$ cat config.mk
export PLATFORM = sky130hd
export DESIGN_NAME = bitserial_logic_unit_flat
export DESIGN_NICKNAME = d
export VERILOG_FILES = /design/src/rtl/bitserial_logic_pkg.sv /design/src/rtl/bitserial_logic_unit_if.sv /design/src/rtl/nand_gate_cell.sv /design/src/rtl/bitserial_logic_unit.sv /design/src/flat_wrapper.sv
export SDC_FILE = /design/constraint.sdc
export NUM_CORES = 1
export LEC_CHECK = 0
export BUFFER_PORTS_ARGS = -buffer_cell sky130_fd_sc_hd__buf_2
export CORE_UTILIZATION = 54
export DETAILED_ROUTE_END_ITERATION = 8
export GPL_ROUTABILITY_DRIVEN = 0
export PLACE_DENSITY = 0.78
export SLEW_MARGIN = 10
export SYNTH_ARGS = -nofsm -noshare
export SYNTH_HDL_FRONTEND = slang
export SYNTH_HIERARCHICAL = 1
export SYNTH_SLANG_ARGS = --single-unit
$ cat constraint.sdc
create_clock -name clk -period 2.6 [get_ports clk]
set_clock_uncertainty 0.15 [all_clocks]
set_input_delay 0.52 -clock clk [delete_from_list [all_inputs] [get_ports clk]]
set_output_delay 0.52 -clock clk [all_outputs]
set_load 0.005 [all_outputs]
$ cat src/rtl/bitserial_logic_pkg.sv
// rtl/bitserial_logic_pkg.sv - shared opcode and FSM state definitions for the bit-serial logic unit
package bitserial_logic_pkg;

    typedef enum logic [2:0] {
        OP_AND  = 3'd0,
        OP_OR   = 3'd1,
        OP_XOR  = 3'd2,
        OP_NOTA = 3'd3,
        OP_NAND = 3'd4,
        OP_NOR  = 3'd5,
        OP_XNOR = 3'd6,
        OP_BUFA = 3'd7
    } op_e;

    typedef logic [1:0] state_t;

    localparam state_t ST_IDLE = 2'd0;
    localparam state_t ST_RUN  = 2'd1;
    localparam state_t ST_DONE = 2'd2;

endpackage

$ cat src/rtl/bitserial_logic_unit_if.sv
// rtl/bitserial_logic_unit_if.sv - operation request/result handshake bundle
// master: drives in_valid, op, a, b, out_ready; slave: drives in_ready, out_valid, y (and zero
// when ZERO_FLAG_EN is defined).
interface bitserial_logic_unit_if #(
    parameter int WIDTH = 8
);
    logic             in_valid;
    logic             in_ready;
    logic [2:0]       op;
    logic [WIDTH-1:0] a;
    logic [WIDTH-1:0] b;
    logic             out_valid;
    logic             out_ready;
    logic [WIDTH-1:0] y;
`ifdef ZERO_FLAG_EN
    logic             zero;

    modport master (
        output in_valid, op, a, b, out_ready,
        input  in_ready, out_valid, y, zero
    );

    modport slave (
        input  in_valid, op, a, b, out_ready,
        output in_ready, out_valid, y, zero
    );
`else
    modport master (
        output in_valid, op, a, b, out_ready,
        input  in_ready, out_valid, y
    );

    modport slave (
        input  in_valid, op, a, b, out_ready,
        output in_ready, out_valid, y
    );
`endif
endinterface

$ cat src/rtl/nand_gate_cell.sv
// rtl/nand_gate_cell.sv - one result bit of the logic unit built purely from 2-input NAND gates
// Ports: a_bit, b_bit - operand bits; op - opcode; y_bit - result bit.
// Opcodes 4..7 are the complements of 0..3 (NOT a complemented is BUF a), so the cell
// selects among AND/OR/XOR/NOT-a with op[1:0] and then conditionally inverts with op[2].
module nand_gate_cell (
    input  wire       a_bit,
    input  wire       b_bit,
    input  wire [2:0] op,
    output wire       y_bit
);
    wire n_a, n_b, n_ab, and_ab, or_ab, x_1, x_2, xor_ab;
    wire n_s0, n_s1, p_0, q_0, m_0, p_1, q_1, m_1, p_2, q_2, m_sel;
    wire n_mo, r_1, r_2;

    // base functions
    nand g_na   (n_a, a_bit, a_bit);
    nand g_nb   (n_b, b_bit, b_bit);
    nand g_nab  (n_ab, a_bit, b_bit);
    nand g_and  (and_ab, n_ab, n_ab);
    nand g_or   (or_ab, n_a, n_b);
    nand g_x1   (x_1, a_bit, n_ab);
    nand g_x2   (x_2, b_bit, n_ab);
    nand g_xor  (xor_ab, x_1, x_2);

    // 4:1 select on op[1:0]: {AND, OR} and {XOR, NOT a} pairs, then pair select
    nand g_ns0  (n_s0, op[0], op[0]);
    nand g_ns1  (n_s1, op[1], op[1]);
    nand g_p0   (p_0, and_ab, n_s0);
    nand g_q0   (q_0, or_ab, op[0]);
    nand g_m0   (m_0, p_0, q_0);
    nand g_p1   (p_1, xor_ab, n_s0);
    nand g_q1   (q_1, n_a, op[0]);
    nand g_m1   (m_1, p_1, q_1);
    nand g_p2   (p_2, m_0, n_s1);
    nand g_q2   (q_2, m_1, op[1]);
    nand g_m    (m_sel, p_2, q_2);

    // conditional inversion: y = m_sel XOR op[2]
    nand g_nmo  (n_mo, m_sel, op[2]);
    nand g_r1   (r_1, m_sel, n_mo);
    nand g_r2   (r_2, op[2], n_mo);
    nand g_y    (y_bit, r_1, r_2);
endmodule

$ cat src/rtl/bitserial_logic_unit.sv
// rtl/bitserial_logic_unit.sv - bit-serial bitwise logic unit, LANES result bits per cycle
// Ports: clk, rst_n (async, active-low); bus (slave): in_valid/in_ready/op/a/b request,
// out_valid/out_ready/y result, plus zero (y==0, registered with y) when ZERO_FLAG_EN is defined.
// Parameters: WIDTH (>=2) operand width, LANES bits per cycle (WIDTH multiple of LANES).
module bitserial_logic_unit
    import bitserial_logic_pkg::*;
#(
    parameter int WIDTH = 8,
    parameter int LANES = 1
) (
    input  logic                 clk,
    input  logic                 rst_n,
    bitserial_logic_unit_if.slave bus
);
    localparam int              N          = WIDTH / LANES;
    localparam int              CW         = $clog2(N + 1);
    localparam logic [CW-1:0]   LAST_CHUNK = CW'(N - 1);

    state_t           state_q, state_d;
    logic [CW-1:0]    cnt_q, cnt_d;
    logic [WIDTH-1:0] a_q, a_d;
    logic [WIDTH-1:0] b_q, b_d;
    logic [2:0]       op_q, op_d;
    logic [WIDTH-1:0] res_q, res_d;
    logic [WIDTH-1:0] y_q, y_d;
    logic [LANES-1:0] lane_y;

    // Captured operands shift right by LANES each RUN cycle, so the cells always see
    // the next LSB-first chunk in the low LANES bits.
    for (genvar l = 0; l < LANES; l++) begin : g_lane
        nand_gate_cell u_cell (
            .a_bit (a_q[l]),
            .b_bit (b_q[l]),
            .op    (op_q),
            .y_bit (lane_y[l])
        );
    end

    always_comb begin
        state_d = state_q;
        cnt_d   = cnt_q;
        a_d     = a_q;
        b_d     = b_q;
        op_d    = op_q;
        res_d   = res_q;
        y_d     = y_q;
        case (state_q)
            ST_IDLE: begin
                if (bus.in_valid) begin
                    a_d     = bus.a;
                    b_d     = bus.b;
                    op_d    = bus.op;
                    cnt_d   = '0;
                    state_d = ST_RUN;
                end
            end
            ST_RUN: begin
                a_d   = a_q >> LANES;
                b_d   = b_q >> LANES;
                // new chunk enters at the top; after N chunks chunk 0 sits at the LSBs
                res_d = res_q >> LANES;
                res_d[WIDTH-1 -: LANES] = lane_y;
                cnt_d = cnt_q + CW'(1);
                // y only moves on completion so partial results never show
                if (cnt_q == LAST_CHUNK) begin
                    y_d     = res_d;
                    state_d = ST_DONE;
                end
            end
            ST_DONE: begin
                if (bus.out_ready) begin
                    state_d = ST_IDLE;
                end
            end
            default: state_d = ST_IDLE;
        endcase
    end

    always_ff @(posedge clk or negedge rst_n) begin
        if (!rst_n) begin
            state_q <= ST_IDLE;
            cnt_q   <= '0;
            a_q     <= '0;
            b_q     <= '0;
            op_q    <= '0;
            res_q   <= '0;
            y_q     <= '0;
        end else begin
            state_q <= state_d;
            cnt_q   <= cnt_d;
            a_q     <= a_d;
            b_q     <= b_d;
            op_q    <= op_d;
            res_q   <= res_d;
            y_q     <= y_d;
        end
    end

    assign bus.in_ready  = (state_q == ST_IDLE);
    assign bus.out_valid = (state_q == ST_DONE);
    assign bus.y         = y_q;

`ifdef ZERO_FLAG_EN
    logic zero_q, zero_d;

    assign zero_d = ~|y_d;

    always_ff @(posedge clk or negedge rst_n) begin
        if (!rst_n) begin
            zero_q <= 1'b1;
        end else begin
            zero_q <= zero_d;
        end
    end

    assign bus.zero = zero_q;
`endif
endmodule

$ cat src/flat_wrapper.sv
// flat-port wrapper written by rule: the top's interface ports become plain ports
module bitserial_logic_unit_flat import bitserial_logic_pkg::*;
#(
    parameter int WIDTH = 8,
    parameter int LANES = 1
)
  (clk, rst_n, bus_in_valid, bus_op, bus_a, bus_b, bus_out_ready, bus_in_ready, bus_out_valid, bus_y);
  bitserial_logic_unit_if #(.WIDTH(WIDTH)) bus_i ();
  input  logic clk;
  input  logic rst_n;
  input wire logic [$bits(bus_i.in_valid)-1:0] bus_in_valid;
  input wire logic [$bits(bus_i.op)-1:0] bus_op;
  input wire logic [$bits(bus_i.a)-1:0] bus_a;
  input wire logic [$bits(bus_i.b)-1:0] bus_b;
  input wire logic [$bits(bus_i.out_ready)-1:0] bus_out_ready;
  output wire logic [$bits(bus_i.in_ready)-1:0] bus_in_ready;
  output wire logic [$bits(bus_i.out_valid)-1:0] bus_out_valid;
  output wire logic [$bits(bus_i.y)-1:0] bus_y;
  assign bus_i.in_valid = bus_in_valid;
  assign bus_i.op = bus_op;
  assign bus_i.a = bus_a;
  assign bus_i.b = bus_b;
  assign bus_i.out_ready = bus_out_ready;
  assign bus_in_ready = bus_i.in_ready;
  assign bus_out_valid = bus_i.out_valid;
  assign bus_y = bus_i.y;
  bitserial_logic_unit #(.WIDTH(WIDTH), .LANES(LANES)) u_core (.clk(clk), .rst_n(rst_n), .bus(bus_i));
endmodule
### Yosys cells after proc, flatten, opt, wreduce, memory -nomap -nowiden

Cells that the tools add are included.

* register bits: 41
* input bits: 23
* output and inout port bits: 10
* word-level logic and storage cells: 70

* add/subtract/negate cells: 1
* equal/unequal tests: 6
* muxes and demuxes: 10
* bitwise operators: 40
* reduce and logical (&&, ||, !) cells: 6

Operators with widths (number)
* 8-bit one-hot mux with 2 select lines: 2
* 1-bit NOT: 22
* 1-bit AND: 18
* 8-bit 2-to-1 mux: 2
* 4-bit one-hot mux with 2 select lines: 1
* 2-bit 2-to-1 mux: 3
* 2-bit one-hot mux with 3 select lines: 1
* 2-bit AND reduction: 3
* 4-bit by 1-bit adder with 4-bit output, second input constant: 1
* 4-bit by 3-bit equality test with 1-bit output, second input constant: 1
* 4-bit 2-to-1 mux: 1
* 2-bit != test, second input constant: 2
* 3-bit AND reduction: 1
* 2-bit by 1-bit equality test with 1-bit output, second input constant: 1
* 2-bit equality test, second input constant: 1
* 2-bit logical NOT: 1
* 2-bit by 1-bit != test with 1-bit output, second input constant: 1
* 2-bit nonzero test: 1

### Logic depth before layout (Yosys ltp)

* word-level depth: 20
* depth in mapped cells: 6
* depth with buffers taken out: 6

### By module

Netlist, hierarchy kept.

Modules (own cells, without submodules)
* bitserial_logic_unit: times used 1, cells an instance 143, area each 1682.9 µm², sequential area each 1001.0 µm²
* nand_gate_cell: times used 1, cells an instance 7, area each 67.6 µm², sequential area each 0.0 µm²

### Worst setup path before layout

OpenSTA, ideal clock, no wires.

* path type: register to register
* from: register u_core.a_q[0]
* to: register u_core.y_q[7], in the netlist u_core/bus.y[7]
* library setup time: 0.125 ns
* data arrival time: 1.523 ns
* required time: 2.325 ns
* slack: 0.802 ns
* stages on the path, launching flop included: 6
* path buffers: 0
* clock period less this slack: 1.798 ns
* path through: dfrtp_1 > inv_1 > ha_1 > mux4_2 > xor2_1 > mux2_2

* word-level cells in the longest chain between the ends: 20
* elaborated cells between the ends (all ways): 37
* those cells by class: bitwise (37)

Ends and longest elaborated chain
* start: declaration: line bitserial_logic_unit.sv:21 `logic [WIDTH-1:0] a_q, a_d;`
* start signal: assignment: line bitserial_logic_unit.sv:83 `a_q <= '0;`
* start signal: assignment: line bitserial_logic_unit.sv:91 `a_q <= a_d;`
* 1-bit AND: line nand_gate_cell.sv:18 `nand g_nab (n_ab, a_bit, b_bit);`
* 1-bit NOT: line nand_gate_cell.sv:18
* 1-bit AND, on equally long branches: line nand_gate_cell.sv:21, nand_gate_cell.sv:22
* 1-bit NOT, on equally long branches: line nand_gate_cell.sv:21, nand_gate_cell.sv:22
* 1-bit AND: line nand_gate_cell.sv:23 `nand g_xor (xor_ab, x_1, x_2);`
* 1-bit NOT: line nand_gate_cell.sv:23
* 1-bit AND: line nand_gate_cell.sv:31 `nand g_p1 (p_1, xor_ab, n_s0);`
* 1-bit NOT: line nand_gate_cell.sv:31
* (+5 left out)
* 1-bit NOT *: line nand_gate_cell.sv:36 `nand g_m (m_sel, p_2, q_2);`
* 1-bit AND: line nand_gate_cell.sv:39 `nand g_nmo (n_mo, m_sel, op[2]);`
* 1-bit NOT: line nand_gate_cell.sv:39
* 1-bit AND, on equally long branches: line nand_gate_cell.sv:40, nand_gate_cell.sv:41
* 1-bit NOT, on equally long branches: line nand_gate_cell.sv:40, nand_gate_cell.sv:41
* 1-bit AND *: line nand_gate_cell.sv:42 `nand g_y (y_bit, r_1, r_2);`
* 1-bit NOT *: line nand_gate_cell.sv:42
* via u_core.lane_y: line bitserial_logic_unit.sv:26 `logic [LANES-1:0] lane_y;`
* end signal: assignment: line bitserial_logic_unit.sv:95 `y_q <= y_d;`
* end: declaration: line bitserial_logic_unit.sv:25 `logic [WIDTH-1:0] y_q, y_d;`

The timed path passes the listed nets; every way through them passes the cells marked *.
A chain may end at the register's enable or synchronous reset.

### Worst setup path after layout

* from: register u_core.state_q[1]
* to: output port bus_out_valid

* word-level cells in the longest chain between the ends: 1

Ends and longest elaborated chain
* start: declaration: line bitserial_logic_unit.sv:19 `state_t state_q, state_d;`
* start signal: assignment: line bitserial_logic_unit.sv:89 `state_q <= state_d;`
* 2-bit equality test: line bitserial_logic_unit.sv:100 `assign bus.out_valid = (state_q == ST_DONE);`
* end: declaration: line flat_wrapper.sv:17 `output wire logic [$bits(bus_i.out_valid)-1:0] bus_out_valid;`

Every way passes these cells.

==> impl_summary.txt <==
----------------------------------------------------
[Power]
  Part of the total power dissipated in combinational logic ... 0.354
  Switching share of total power ... 0.333
  Total net switching power ... 722 uW
  Part of the power in the clock network ... 0.146
  Design internal power ... ~1400 uW
  Power Dens Cells ... 1080 nW/um^2
  Leakage Power ... between 0.0009 and 0.001 uW
  Fraction of power consumed by sequential logic ... 0.500
  IR drop worst, VDD ... approximately 0.48 mV

[Synthesis]
  Average footprint of a synthesized cell ... 11.7 um^2
  Number of different library cells in the post-synthesis netlist ... 25
  Adder-cell share of the synthesized area ... 0.0214
  Net Count, Synth ... about 180
  Largest cells by area after synthesis ... dfrtp_1, mux2_2, a22oi_1
  Library cell occupying the most area in the post-synthesis netlist ... dfrtp_1
  Post-synthesis sequential element count ... 40
  Ys Warns ... 6
  Share of synthesized cell area in and, or, nand and nor gates ... 0.0886
  Largest family of logic cells by synthesized area ... multiplexers
  Synth Area in Compound Gates ... 0.127
  Synthesized instance count ... 150
  Post-synthesis mux area share ... 0.140
  Portion of the post-synthesis area used by sequential elements ... 0.572
  Yosys top cell area share ... 0.572
  Xor and xnor fraction of the mapped netlist area ... 0.0100
  Post-synthesis instance area ... about 1800 um^2

[Routing]
  DRC ... 0
  Number of vias per cell ... approximately 5.3
  Via count ... ~1200
  ANT nets after route ... 0
  Wire length per cell after detailed routing ... 13.3 um
  DRT iter0 DRCs ... 44
  Number of detailed-route iterations in the first pass ... 4
  WL final ... roughly 3100 um

[Cells and area]
  Final-stage net count ... 211
  Final core utilization ... 0.659
  Non-Filler Cell Area, Final ... approximately 2000 um^2
  Number of filler cells placed in the layout ... between 200 and 300
  Layout cells sized above 1 ... 0.333
  Area added between synthesis and finish ... 15.0%
  Inserted Diodes ... 0

[Clock network]
  Clock tree from TritonCTS ... done
  Cts bufs inserted ... 5
  CTS Root Buffer Type ... clkbuf_4
  Buffer count from post-CTS setup fixing ... 0
  Count of H-tree levels built during CTS ... 2
  Number of hold buffers added after cts ... 0
  Cells resized by post-CTS repair ... 0
  Sinks on Clock Net ... 40
  Clock latency of the later-clocked register in the worst-skew pair ... ~330 ps
  Clk slew on worst S/H paths ... around 110 ps
  Number of buffers on the longest clock path ... 2

[Setup path]
  Worst reg2reg path endpoint ... u_core/bus.y[1]
  Worst R2R Path Depth ... 3
  Critical Path RT ... approximately 1900 ps
  Register-to-register setup slack ... between 600 and 700 ps
  Critical path peak fanout ... 18
  Crit path arrival time ... 1470 ps
  Critical Path Sink Type ... primary output
  Path type of the worst setup path ... reg2out
  Source of the worst register-to-register timing path ... u_core/state_q[1]
  Launching element of the worst setup path ... u_core/state_q[1]
  Type of element launching the critical path ... flop

[Timing]
  Fin. Hold Viols ... 0
  Max-Slew Margin vs Limit ... 0.434
  Max-slew violation count ... 0
  Worst-case hold slack ... 133 ps
  Worst-case setup margin in the final layout ... 465 ps
  Final setup viols ... 0
  Setup repair after global routing missed its margin ... false
  Final setup TNS ... 0 ps
  Shortest period the worst path allows ... roughly 2100 ps
  Transition time of the tightest slew-check pin ... between 800 and 900 ps
  Max Freq ... ~470 MHz
  Crit share post-route ... 0.821

[Global route]
  Initial antenna violation count ... 0
  Via count of the first global-routing pass ... roughly 1200
  Leftover overflow at the end of global routing ... 0
  Combined global-route utilization of all metal layers ... 0.208
  First-pass GRT wire length ... around 5200 um
  Maximum number of pins on one net before global-route repair ... between 40 and 50

[Floorplan]
  Total die area ... 3470 um^2
  Area of the placeable core ... between 3000 and 4000 um^2
  Height of the die ... ~60 um
  Initial cell density of the core ... 0.573
  Count of pins on the block boundary ... 33
  # rows ... 20
  Die width ... just under 60 um

[Placement]
  Placed inst area ... slightly below 2000 um^2
  Worst setup slack after placement ... 694 ps
  Port bufs ... 32
  Dpl hpwl ... approximately 2200 um

[Outcome]
  Run status ... finished clean

[Min path]
  Hold crit path type ... in2async

[Run]
  Count of maximum capacitance violations ... 0

----------------------------------------------------
[synthesized netlist by cell type]
master / n
clkbuf_1: 4
nor3_4: 1
mux4_2: 1
a21o_1: 2
mux2i_1: 2
and2_1: 1
nand3_1: 1
nor3b_1: 1
and3b_1: 2
a21oi_1: 2
nand2b_1: 1
o21ai_0: 16
buf_2: 3
ha_1: 3
xor2_1: 2
nor2b_1: 1
buf_6: 1
inv_1: 8
mux2_2: 18
a22oi_1: 12
dfrtp_1: 40
nor2_1: 3
o22ai_1: 2
nand2_1: 21
o21bai_1: 2
[critical path: stages (launching register included)]
cell and delay (ps):
dfrtp_1 660, inv_1 140, nor2_1 190, buf_2 150
[cell families after synthesis]
logic type | after synthesis
AOI/OAI and AO/OA | 36
xor gates and xnor gates | 2
adders and majority gates | 3
buffers and inverters | 16
DFF | 40
muxes | 21
and+or+nand+nor | 32
[cell type report]
cell class / instances / area, um^2 / share of cell area
clock buffers: 8 / 58.8 / 0.0292
repair buffers: 36 / 190 / 0.0945
flip-flops and latches: 40 / 1000 / 0.497
well taps: 44 / 55.1 / 0.0273
multi-input cells: 94 / 678 / 0.337
inverters: 8 / 30.0 / 0.0149
[through the flow]
stage          std cells  power, uW
2_1_floorplan        150       1640
5_1_grt              230       2340
4_1_cts              230       2200
6_report             230       2170
3_3_place_gp         222       1810
3_5_place_dp         222       1880
[how the worst max path moves through the flow]
stage                 endpoint  slack [ps]  cells past startpoint
6_report         bus_out_valid         460                      3
5_1_grt          bus_out_valid         360                      3
4_1_cts          bus_out_valid         460                      3
3_5_place_dp   u_core/bus.y[1]         690                      3
3_3_place_gp   u_core/bus.y[7]         740                      3
2_1_floorplan  u_core/bus.y[7]         800                      5
[power by group through the flow]
stage | Combinational (uW) | Sequential (uW) | Clock (uW)
global route | 858 | 1120 | 365
floorplan | 597 | 1040 | 0
CTS | 780 | 1090 | 329
global placement | 727 | 1080 | 0
detailed placement | 778 | 1100 | 0
finish | 767 | 1080 | 317
[state kept, by name, summed over array words and instances (netlist names)]
register / flops
u_core/cnt_q: 4
u_core/bus.y: 8
u_core/op_q: 3
u_core/a_q: 8
u_core/state_q: 2
u_core/res_q: 7
u_core/b_q: 8
[metal layers]
layer  wire [um]  track usage
met1        1340        0.242
met2        1560        0.359
met3         135       0.0747
met4          32       0.0612
met5           0            0
[cell usage in the layout, fill, tap and decap left out, drive strengths merged, types with 3 or more instances in the layout]
master  netlist  layout
ha            3       3
nand2        21      21
clkbuf        4       8
nor2          3       3
dfrtp        40      40
buf           4      36
mux2         18      18
o21ai        16      16
inv           8       8
a22oi        12      12
No activity file was read; power rests on OpenSTA's default activity.
